$ cat config.mk
export PLATFORM = sky130hd
export DESIGN_NAME = pcs_transmit_ordered_set
export DESIGN_NICKNAME = d
export VERILOG_FILES = /design/src/rtl/pcs_codes_pkg.sv /design/src/rtl/encoder_8b10b.sv /design/src/rtl/pcs_transmit_ordered_set.sv
export SDC_FILE = /design/constraint.sdc
export NUM_CORES = 1
export LEC_CHECK = 0
export CORE_MARGIN = 8
export CORE_UTILIZATION = 55
export CTS_CLUSTER_DIAMETER = 150
export DETAILED_ROUTE_END_ITERATION = 12
export PLACE_DENSITY = 0.81
export SETUP_SLACK_MARGIN = 0.3
export SLEW_MARGIN = 25
export SYNTH_ARGS = -nofsm -noshare
export SYNTH_HDL_FRONTEND = slang
export SYNTH_SLANG_ARGS = --single-unit
$ cat constraint.sdc
create_clock -name clk -period 15 [get_ports clk]
set_clock_uncertainty 0.15 [all_clocks]
set_input_delay 3.75 -clock clk [delete_from_list [all_inputs] [get_ports clk]]
set_output_delay 3.75 -clock clk [all_outputs]
set_load 0.05 [all_outputs]
$ cat src/rtl/pcs_codes_pkg.sv
`default_nettype none
// ============================================================================
//  Module   : pcs_codes_pkg
//  Purpose  : Shared 8b/10b code-group constants, transmit FSM states and
//             the 5b/6b and 3b/4b lookup tables for the 1000BASE-X PCS.
//  Revision : 1.0 - initial release
// ============================================================================
package pcs_codes_pkg;

    // Special code groups, both running-disparity forms, bit 9 = a
    localparam logic [9:0] K28_5_NEG = 10'b0011111010;
    localparam logic [9:0] K28_5_POS = 10'b1100000101;
    localparam logic [9:0] K27_7_NEG = 10'b1101101000;
    localparam logic [9:0] K27_7_POS = 10'b0010010111;
    localparam logic [9:0] K29_7_NEG = 10'b1011101000;
    localparam logic [9:0] K29_7_POS = 10'b0100010111;
    localparam logic [9:0] K23_7_NEG = 10'b1110101000;
    localparam logic [9:0] K23_7_POS = 10'b0001010111;
    localparam logic [9:0] K30_7_NEG = 10'b0111101000;
    localparam logic [9:0] K30_7_POS = 10'b1000010111;
    localparam logic [9:0] D5_6_NEG  = 10'b1010010110;
    localparam logic [9:0] D5_6_POS  = 10'b1010010110;
    localparam logic [9:0] D16_2_NEG = 10'b0110110101;
    localparam logic [9:0] D16_2_POS = 10'b1001000101;

    // Octet values {HGF,EDCBA} fed to the encoder for each special group
    localparam logic [7:0] K28_5_BYTE = 8'hBC;
    localparam logic [7:0] K27_7_BYTE = 8'hFB;
    localparam logic [7:0] K29_7_BYTE = 8'hFD;
    localparam logic [7:0] K23_7_BYTE = 8'hF7;
    localparam logic [7:0] K30_7_BYTE = 8'hFE;
    localparam logic [7:0] D5_6_BYTE  = 8'hC5;
    localparam logic [7:0] D16_2_BYTE = 8'h50;

    // K28 uses its own 6b group; the alternate 4b group serves Dx.A7 and Kx.7
    localparam logic [5:0] SIX_K28 = 6'b001111;
    localparam logic [3:0] FOUR_A7 = 4'b0111;

    // Transmit FSM: each state names the group emitted on the next edge
    typedef enum logic [2:0] {
        ST_IDLE_K = 3'd0,
        ST_IDLE_D = 3'd1,
        ST_START  = 3'd2,
        ST_DATA   = 3'd3,
        ST_END_R  = 3'd4,
        ST_END_R2 = 3'd5
    } tx_state_e;

    // 5b/6b table, RD- form (abcdei)
    function automatic logic [5:0] five_to_six(input logic [4:0] x);
        logic [5:0] s;
        case (x)
            5'd0:  s = 6'b100111;  5'd1:  s = 6'b011101;
            5'd2:  s = 6'b101101;  5'd3:  s = 6'b110001;
            5'd4:  s = 6'b110101;  5'd5:  s = 6'b101001;
            5'd6:  s = 6'b011001;  5'd7:  s = 6'b111000;
            5'd8:  s = 6'b111001;  5'd9:  s = 6'b100101;
            5'd10: s = 6'b010101;  5'd11: s = 6'b110100;
            5'd12: s = 6'b001101;  5'd13: s = 6'b101100;
            5'd14: s = 6'b011100;  5'd15: s = 6'b010111;
            5'd16: s = 6'b011011;  5'd17: s = 6'b100011;
            5'd18: s = 6'b010011;  5'd19: s = 6'b110010;
            5'd20: s = 6'b001011;  5'd21: s = 6'b101010;
            5'd22: s = 6'b011010;  5'd23: s = 6'b111010;
            5'd24: s = 6'b110011;  5'd25: s = 6'b100110;
            5'd26: s = 6'b010110;  5'd27: s = 6'b110110;
            5'd28: s = 6'b001110;  5'd29: s = 6'b101110;
            5'd30: s = 6'b011110;  default: s = 6'b101011;
        endcase
        return s;
    endfunction

    // 3b/4b table, RD- form (fghj), primary .7
    function automatic logic [3:0] three_to_four(input logic [2:0] y);
        logic [3:0] f;
        case (y)
            3'd0: f = 4'b1011;  3'd1: f = 4'b1001;
            3'd2: f = 4'b0101;  3'd3: f = 4'b1100;
            3'd4: f = 4'b1101;  3'd5: f = 4'b1010;
            3'd6: f = 4'b0110;  default: f = 4'b1110;
        endcase
        return f;
    endfunction

endpackage
`default_nettype wire

$ cat src/rtl/encoder_8b10b.sv
`default_nettype none
// ============================================================================
//  Module   : encoder_8b10b
//  Purpose  : Combinational 8b/10b encoder with running-disparity tracking,
//             alternate 4b (A7) selection and the K28 / Kx.7 rules.
//  Revision : 1.0 - initial release
// ============================================================================
module encoder_8b10b
    import pcs_codes_pkg::*;
(
    input  logic [7:0] data,
    input  logic       is_k,
    input  logic       rd_in,
    output logic [9:0] code,
    output logic       rd_out
);

    logic [4:0] x;
    logic [2:0] y;
    logic [5:0] six_raw;
    logic [5:0] six;
    logic       six_bal;
    logic       rd_mid;
    logic       use_alt;
    logic [3:0] four_raw;
    logic [3:0] four;
    logic       four_bal;
    logic       four_flip;

    // Encode 6b then 4b; RD- table forms are complemented at RD+ when unbalanced
    always_comb begin
        x        = data[4:0];
        y        = data[7:5];
        six_raw  = (is_k && (x == 5'd28)) ? SIX_K28 : five_to_six(x);
        six_bal  = ($countones(six_raw) == 3);
        // D7 is balanced but still alternates between 111000 and 000111
        six      = (rd_in && (!six_bal || ((x == 5'd7) && !is_k))) ? ~six_raw : six_raw;
        rd_mid   = six_bal ? rd_in : ~rd_in;
        // A7 avoids a run of five identical bits across the sub-block boundary
        use_alt  = (y == 3'd7) &&
                   (is_k || (rd_mid ? ((x == 5'd11) || (x == 5'd13) || (x == 5'd14))
                                    : ((x == 5'd17) || (x == 5'd18) || (x == 5'd20))));
        four_raw = use_alt ? FOUR_A7 : three_to_four(y);
        four_bal = ($countones(four_raw) == 2);
        // K28.1/.2/.5/.6 invert their balanced 4b group when entered at RD+
        if (is_k && (x == 5'd28) && four_bal && (y != 3'd3)) begin
            four_flip = rd_in;
        end else begin
            four_flip = rd_mid && (!four_bal || (y == 3'd3));
        end
        four     = four_flip ? ~four_raw : four_raw;
        rd_out   = four_bal ? rd_mid : ~rd_mid;
        code     = {six, four};
    end

endmodule
`default_nettype wire

$ cat src/rtl/pcs_transmit_ordered_set.sv
`default_nettype none
// ============================================================================
//  Module   : pcs_transmit_ordered_set
//  Purpose  : 1000BASE-X PCS transmit: GMII tx_en/tx_er/txd to a registered
//             10-bit code-group stream (/I/, /S/, data, /V/, /T/, /R/).
//  Revision : 1.0 - initial release
// ============================================================================
module pcs_transmit_ordered_set
    import pcs_codes_pkg::*;
(
    input  logic       clk,
    input  logic       RESET,
    input  logic       tx_en,
    input  logic       tx_er,
    input  logic [7:0] txd,
    output logic [9:0] tx_code_group,
    output logic       tx_even,
    output logic       rd_pos
);

    tx_state_e  state_q, state_d;
    logic [9:0] cg_q, cg_d;
    logic       even_q, even_d;
    logic       rd_q, rd_d;
    logic [7:0] enc_data;
    logic       enc_k;
    logic [9:0] enc_code;
    logic       enc_rd;

    // Select the next group to emit and the following state
    always_comb begin
        state_d  = state_q;
        enc_data = K28_5_BYTE;
        enc_k    = 1'b1;
        case (state_q)
            ST_IDLE_K: begin
                // A frame starting here replaces the K28.5 with /S/ on the same even slot
                if (tx_en) begin
                    enc_data = K27_7_BYTE;
                    state_d  = ST_DATA;
                end else begin
                    enc_data = K28_5_BYTE;
                    state_d  = ST_IDLE_D;
                end
            end
            ST_IDLE_D: begin
                // /I2/ restores RD- after a K28.5 begun at RD-, /I1/ keeps RD-
                enc_k    = 1'b0;
                enc_data = rd_q ? D16_2_BYTE : D5_6_BYTE;
                state_d  = ST_IDLE_K;
            end
            ST_START: begin
                enc_data = K27_7_BYTE;
                state_d  = ST_DATA;
            end
            ST_DATA: begin
                if (!tx_en) begin
                    enc_data = K29_7_BYTE;
                    state_d  = ST_END_R;
                end else if (tx_er) begin
                    enc_data = K30_7_BYTE;
                end else begin
                    enc_k    = 1'b0;
                    enc_data = txd;
                end
            end
            ST_END_R: begin
                // The /R/ lands even when the current group is odd; pad with a second /R/
                enc_data = K23_7_BYTE;
                state_d  = even_q ? ST_IDLE_K : ST_END_R2;
            end
            ST_END_R2: begin
                enc_data = K23_7_BYTE;
                state_d  = ST_IDLE_K;
            end
            default: begin
                state_d  = ST_IDLE_K;
            end
        endcase
    end

    encoder_8b10b u_encoder (
        .data   (enc_data),
        .is_k   (enc_k),
        .rd_in  (rd_q),
        .code   (enc_code),
        .rd_out (enc_rd)
    );

    // Next register values from the encoder output; parity toggles every clock
    always_comb begin
        cg_d   = enc_code;
        rd_d   = enc_rd;
        even_d = ~even_q;
    end

    // State and output registers; reset presents K28.5 RD- on an even slot
    always_ff @(posedge clk or negedge RESET) begin
        if (!RESET) begin
            state_q <= ST_IDLE_D;
            cg_q    <= K28_5_NEG;
            even_q  <= 1'b1;
            rd_q    <= 1'b1;
        end else begin
            state_q <= state_d;
            cg_q    <= cg_d;
            even_q  <= even_d;
            rd_q    <= rd_d;
        end
    end

    assign tx_code_group = cg_q;
    assign tx_even       = even_q;
    assign rd_pos        = rd_q;

endmodule
`default_nettype wire

Word-level counts from Yosys, hierarchy flattened
Memory sizes are Yosys's and may differ from the RTL's.
Index checks and enable logic that the tools add are counted.
{"block": "op_classes", "add_sub_neg": 8, "n_eq_ne": 24, "mux": 21, "n_bitwise": 5, "reduce_logical": 20}
{"op": "$add 32x32->32", "count": 3}
{"op": "$eq 32x3->1 const B", "count": 2}
{"op": "$pmux 8 s5", "count": 1}
{"op": "$pmux 4 s7", "count": 1}
{"op": "$mux 8", "count": 3}
{"op": "$eq 5x5->1 const B", "count": 4}
{"op": "$eq 3x3->1 const B", "count": 6}
{"op": "$eq 5x4->1 const B", "count": 3}
{"op": "$eq 3x2->1 const B", "count": 4}
{"op": "$mux 6", "count": 2}
{"op": "$pmux 3 s4", "count": 1}
{"op": "$add 1x1->2", "count": 5}
{"op": "$mux 4", "count": 2}
{"op": "$logic_and 1x1->1", "count": 7}
{"op": "$logic_or 1x1->1", "count": 7}
{"op": "$mux 7", "count": 1}
{"op": "$eq 3x1->1 const B", "count": 2}
{"op": "$logic_not 3->1", "count": 2}
{"op": "$mux 1", "count": 6}
{"op": "$mux 3", "count": 2}
{"op": "$not 6->6", "count": 1}
{"op": "$eq 5x3->1 const B", "count": 1}
{"op": "$not 4->4", "count": 1}
{"op": "$logic_not 1->1", "count": 3}
{"op": "6 further kinds", "count": 8}
{"block": "totals", "regBits": 15, "romBits": 192, "output_inout_bits": 12, "word_cells": 83, "mem_count": 1}
{"name": "(name not given)", "depth": 32, "word_bits": 6, "rd": 1, "rd_ports_with_merged_regs": 0, "wr": 0, "line_no": "pcs_codes_pkg.sv:52", "source": "case (x)"}

Depth between registers and ports, before layout
Gate-level depths: netlist of the first run.
{"block": "depth", "ltp_word": 23, "mapped_depth": 27, "mapped_depth_nobuf": 26}

By module
A second synthesis of the first run with hierarchy kept.
{"block": "unflattened", "cells_unflattened": 168, "hier_area_um2": 1540.2}
{"mod": "encoder_8b10b", "instances": 1, "cells_each": 109, "area_each_um2": 835.8}
{"mod": "pcs_transmit_ordered_set", "instances": 1, "cells_each": 59, "area_each_um2": 704.4}

Worst setup path before layout of the first run
No wires, ideal clock.
{"block": "synth_path", "path_type": "input -> register", "from": "input port tx_en", "to": "register cg_q[3], in the netlist tx_code_group[3]", "arrival_time_ns": 8.980, "t_required_ns": 14.775, "path_slack_ns": 5.796, "stages": 25, "n_path_buf": 1, "cell_sequence": "buf_2 -> nor2_1 -> a22o_1 -> a21oi_4 -> inv_2 -> ha_1 -> nor2_1 -> o21ai_0 -> a31o_2 -> ha_1 -> fa_1 -> ha_1 -> nand2_1 -> nor3_1 -> xor2_1 -> a41oi_1 -> o41ai_1 -> o211ai_1 -> ha_1 -> ha_1 -> fa_1 -> nor3b_1 -> o21ai_1 -> mux2i_2 -> xor2_1"}
{"block": "synth_via", "elab_chain_len": 22, "word_cells_on_any_way": 52}
{"item": "from (decl)", "line_no": "pcs_transmit_ordered_set.sv:13", "source": "input logic tx_en,"}
{"item": "parallel branches: the longest is 21 deep, another holds $add 32x32->32"}
{"item": "$mux 4 (*)", "line_no": "encoder_8b10b.sv:51", "source": "four = four_flip ? ~four_raw : four_raw;"}
{"item": "via cg_d[3]", "line_no": "pcs_transmit_ordered_set.sv:22", "source": "logic [9:0] cg_q, cg_d;"}
{"item": "to (signal assigned)", "line_no": "pcs_transmit_ordered_set.sv:106", "source": "cg_q <= cg_d;"}
{"item": "to (decl)", "line_no": "pcs_transmit_ordered_set.sv:22"}
Mark *: on every way through the listed nets, which the timed path passes.
A chain may end at the register's enable or synchronous reset.

Worst setup path in the final report of the first run
{"block": "layout_path", "from": "input port tx_en", "to": "register cg_q[2], in the netlist tx_code_group[2]"}
The elaborated chain is that of the path after synthesis.

==> results of run 1 <==
-- through the flow --
step	util, %	hold slack, ns	setup WS, ns
floorplan	-	0.418	5.80
global placement	65.4	0.303	4.64
detailed placement	65.4	0.311	4.39
CTS	66.4	0.333	4.65
global route	66.4	0.351	4.22
finish	66.4	0.332	4.60
-- worst max-delay path, delay by kind of cell --
kind	cells	cell delay, ns
fa+ha+maj	6	2.02
xor+xnor	2	0.59
compound gates	7	1.70
mux	1	0.37
buf+inv	1	0.69
simple gates	6	1.31
-- routing by layer --
metal	routed length [um]	GRT usage, %	part of all wire (%)	vias up
li1	-	-	-	655
met1	1590	18.2	44	639
met2	1760	25.3	49	33
met3	140	1.72	3.9	7
met4	76	5.47	2.1	0
met5	0	0	0	-
-- area by class of cell --
class	count	area, um^2	area share, %
flip-flops and latches	15	387	21.3
clock inverters	1	5.00	0.276
inverters	13	48.8	2.69
repair buffers	23	230	12.7
clock buffers	3	22.5	1.24
well taps	31	38.8	2.14
multi-input cells	139	1080	59.7
-- kinds of logic after synthesis --
kind of cell    share of synthesized area, %
buf+inv                                 6.23
fa+ha+maj                               14.9
flops                                   24.7
compound gates                          23.9
mux                                     2.95
simple gates                            19.6
xor+xnor                                7.83
-- registers in the layout, summed over array words and instances (netlist names) --
name and count:
rd_pos 1, state_q 3, tx_even 1, tx_code_group 10
-- final timing paths --
kind / end / slack, ns / cells past startpoint
max in group asynchronous: tx_code_group[2] / 10.60 / 1
max reg2reg: tx_code_group[2] / 7.95 / 23
min: tx_even / 0.33 / 1
min in group asynchronous: tx_code_group[9] / 3.70 / 1
max: tx_code_group[2] / 4.60 / 23
min reg2reg: tx_even / 0.33 / 1
-- cell usage in the layout, fill, tap and decap left out, drive strengths merged, types with 2 or more instances in the layout --
cell            n
mux2            2
xor2            5
nor2b           3
inv            13
o21ai          19
fa              3
o22ai           2
o2111ai         2
clkbuf          3
nand2          14
a41oi           2
xnor2           9
nor3            3
ha             13
a21oi           8
nor2           11
mux2i           2
nand3           5
dfrtp           6
and3            3
a31o            2
o21bai          2
nand3b          3
dfstp           9
nand2b          6
clkdlybuf4s50  23
==> flow_summary.ini, run 1 <==
[floorplanning]
die_area_um2 = 4810
die_x_um = 69.4
core-area_um2 = 2730
rows = 19
start_util_pct = 57.3
die_h_um = 69.4
ios = 24

[setup_path]
cp_cell_sequence = clkdlybuf4s50_1 > or4b_4 > a21oi_2 > nor3_1 > a21oi_2 > nor2_1 > a2111oi_4 > ha_1 > fa_1 > ha_1 > nand2_1 > nor3_1 > xor2_1 > a41oi_1 > o41ai_1 > o211ai_1 > ha_1 > ha_1 > fa_1 > nor3b_1 > o21ai_1 > mux2i_2 > xor2_1
critPathLaunch = tx_en
end_kind = flop
arrival_ns = 10.46
cp_common_cell = ha_1
cpPeakStageDelay_ns = 0.69
timing.rr.start = state_q[1]
critPathKind = in2reg
critPathRequiredTime_ns = 15.05
cp_max_fo = 12
crit_slowest_cell = clkdlybuf4s50_1
critPathLaunchType = input port

[sta]
rsz0062_at_grt = false
fin_crit_ns = 10.40
finalHoldViolCount = 0
drv_slew = 0
fin_tns_setup_ns = 0
setup_viol = 0
tightestPinTransition_ns = 0.678
relSlewSlack_pct = 54.8
clock.fmax_mhz = 96.1
fin_crit_sh_pct = 69.4

[logic_synthesis]
synth_nets = 203
async_flop_share_pct = 100
yosysWarnings = 0
netlist_area_um2 = 1570
synth_seq_cells = 15
synth_most_common_cell = o21ai_0
syn_inst = 175
synth_enable_flop_cells = 0
synthFlopType = dfstp_2
avgSynthCellArea_um2 = 8.95
synthTopCellsByCount = o21ai_0, nand2_1, ha_1
seq_area_frac_synth_pct = 24.7
synth_area_leader_cell = dfstp_2
ys_types = 57
synth_top_area_share_pct = 15.1
yosys-top-cells-area = dfstp_2, ha_1, dfrtp_1

[finish]
n_antenna_cell = 0
synthToLayoutAreaGrowth_pct = 15.8
fin_cells = 225
drive_gt1_share_pct = 14.4
n_fill_cell = 225
layout.nets = 223
final_area_um2 = 1810

[clocking]
cts_setup_buffers = 0
cts_tree = built
numCtsBuffers = 3
htree_levels = 1
clk_latency_ns = 0.28
ctsHoldBuffers = 0
cts_root_buffer = clkbuf_4
cts.path.max_buffers = 2
ctsResizeCount = 0
clock-sinks = 15
clkTransAtPathRegs_ns = 0.08

[global_routing]
grt_pass1_vias = 1322
grt_usage_pct = 14.7
grt_max_degree = 25
antenna_found_initial = 0
grt_pass1_wl_um = 6070
grt_overflow = 0

[detailed_routing]
drt_iter0_drc = 114
via_per_inst = 5.93
ant_nets = 0
firstDrtPassIters = 4
finalWirelength_um = 3570
drc = 0
vias = 1334
post_drt_wl_per_cell_um = 15.8

[placed_design]
dpl_cell_area_um2 = 1790
gp_congestion = 0.874
dp_hpwl_um = 2810
portBuffers = 23
placedCellCount = 221

[run]
cap_violations = 0

[hold_path]
min_from = tx_even
hold_class = reg2reg

[run_status]
outcome = completed
Power of run 1 is not shown: default switching activity piles up to over one toggle a cycle in this logic, so the estimate is an artifact.
==> run 2: changes to the inputs <==
Settings changed: CORE_UTILIZATION 55 to 54, PLACE_DENSITY 0.81 to 0.8.
Clock period 15 ns to 10.8 ns, I/O delays scaled along.
==> flow_summary.ini, run 2 (synthesis results as in run 1) <==
[placed_design]
dpl_cell_area_um2 = 1790
gp_congestion = 0.876
dp_hpwl_um = 2910
portBuffers = 23

[clocking]
cts_tree = built
ctsHoldBuffers = 0
ctsResizeCount = 0
cts.path.max_buffers = 2
cts_setup_buffers = 0
clk_latency_ns = 0.28
clock-sinks = 15
cts_root_buffer = clkbuf_4
numCtsBuffers = 3
htree_levels = 1
clkTransAtPathRegs_ns = 0.09

[setup_path]
r2r-end = tx_code_group[1]
end_kind = flop
critPathLaunchType = input port
critPathKind = in2reg
cp_max_fo = 12
r2r_setup_slack_ns = 3.64
timing.rr.start = state_q[1]
cp_common_cell = ha_1
reg2regPathDepth = 25
arrival_ns = 9.43
cp_cell_sequence = clkdlybuf4s50_1 > or4b_4 > a21oi_2 > nor3_1 > a21oi_2 > nor2_1 > a2111oi_4 > ha_1 > fa_1 > ha_1 > nand2_1 > nor3_1 > xor2_1 > o41ai_1 > a21boi_1 > inv_1 > ha_1 > ha_1 > fa_1 > nor3b_1 > o21ai_1 > mux2i_2 > xor2_1
cpPeakStageDelay_ns = 0.67
critPathRequiredTime_ns = 10.86
crit_slowest_cell = clkdlybuf4s50_1

[floorplanning]
die_h_um = 69.9
ios = 24
die_area_um2 = 4880
die_x_um = 69.9
core-area_um2 = 2760
rows = 19
start_util_pct = 56.8

[finish]
synthToLayoutAreaGrowth_pct = 15.8
mostFrequentLayoutCell = clkdlybuf4s50_1
layout.nets = 223
largest_reg_flops = 10
drive_gt1_share_pct = 14.4
n_antenna_cell = 0
n_fill_cell = 225
final_area_um2 = 1810
mostFrequentLayoutCells = clkdlybuf4s50_1, o21ai_0, nand2_1, ha_1, inv_1

[run]
cap_violations = 0

[sta]
fin_tns_setup_ns = 0
relSlewSlack_pct = 56.6
fin_crit_ns = 9.37
setup_viol = 0
tightestPinTransition_ns = 0.651
finalHoldViolCount = 0
drv_slew = 0
fin_crit_sh_pct = 86.8
clock.fmax_mhz = 107
rsz0062_at_grt = false

[detailed_routing]
post_drt_wl_per_cell_um = 16.4
drt_iter0_drc = 102
ant_nets = 0
via_per_inst = 6.08
drc = 0
finalWirelength_um = 3690
firstDrtPassIters = 5
vias = 1368

[global_routing]
grt_pass1_wl_um = 6200
grt_overflow = 0
grt_pass1_vias = 1382
grt_max_degree = 25
grt_usage_pct = 14.7
antenna_found_initial = 0

[hold_path]
hold_class = reg2reg
whs_path_depth = 1
min_from = tx_even
hold_end = tx_even

[run_status]
outcome = completed
run 2: how the worst max path moves through the flow:
stage,startpoint,to,slack (ns),cells past startpoint
finish,tx_en,tx_code_group[1],1.43,23
global route,tx_er,tx_code_group[1],1.02,26
CTS,tx_en,tx_code_group[1],1.48,22
detailed placement,tx_en,tx_code_group[1],1.25,23
global placement,tx_en,tx_code_group[1],1.48,22
floorplan,tx_en,tx_code_group[3],2.65,25
run 2: worst max-delay path: cells and delay by family:
family | cells | cell delay (ns)
AOI/OAI and AO/OA | 6 | 1.99
buffers and inverters | 2 | 0.77
adders and majority gates | 6 | 1.88
muxes | 1 | 0.36
and+or+nand+nor | 6 | 1.32
xor gates and xnor gates | 2 | 0.41
run 2: final cells by class:
class / instances / area (um^2) / share of cell area [%]
Multi-Input combinational cell: 139 / 1080 / 59.7
Sequential cell: 15 / 387 / 21.3
Timing Repair Buffer: 23 / 230 / 12.7
Inverter: 13 / 48.8 / 2.69
Tap cell: 31 / 38.8 / 2.14
Clock buffer: 3 / 22.5 / 1.24
Clock inverter: 1 / 5.00 / 0.276
run 2: per-stage QoR:
stage	setup WS, ns	std cells	util, %	hold slack, ns
after CTS	1.48	225	65.8	0.329
after global routing	1.02	225	65.8	0.351
after global placement	1.48	221	64.8	0.300
final	1.43	225	65.8	0.326
after detailed placement	1.25	221	64.8	0.309
after floorplan	2.65	175	-	0.418
run 2: routing by layer:
layer | global-route usage [%] | wire length (um) | share of wire, %
met1 | 16.7 | 1640 | 45
met2 | 26.8 | 1860 | 50
met3 | 1.69 | 114 | 3.1
met4 | 6.70 | 75 | 2.0
met5 | 0 | 0 | 0
Power of run 2 is left out for the same reason.
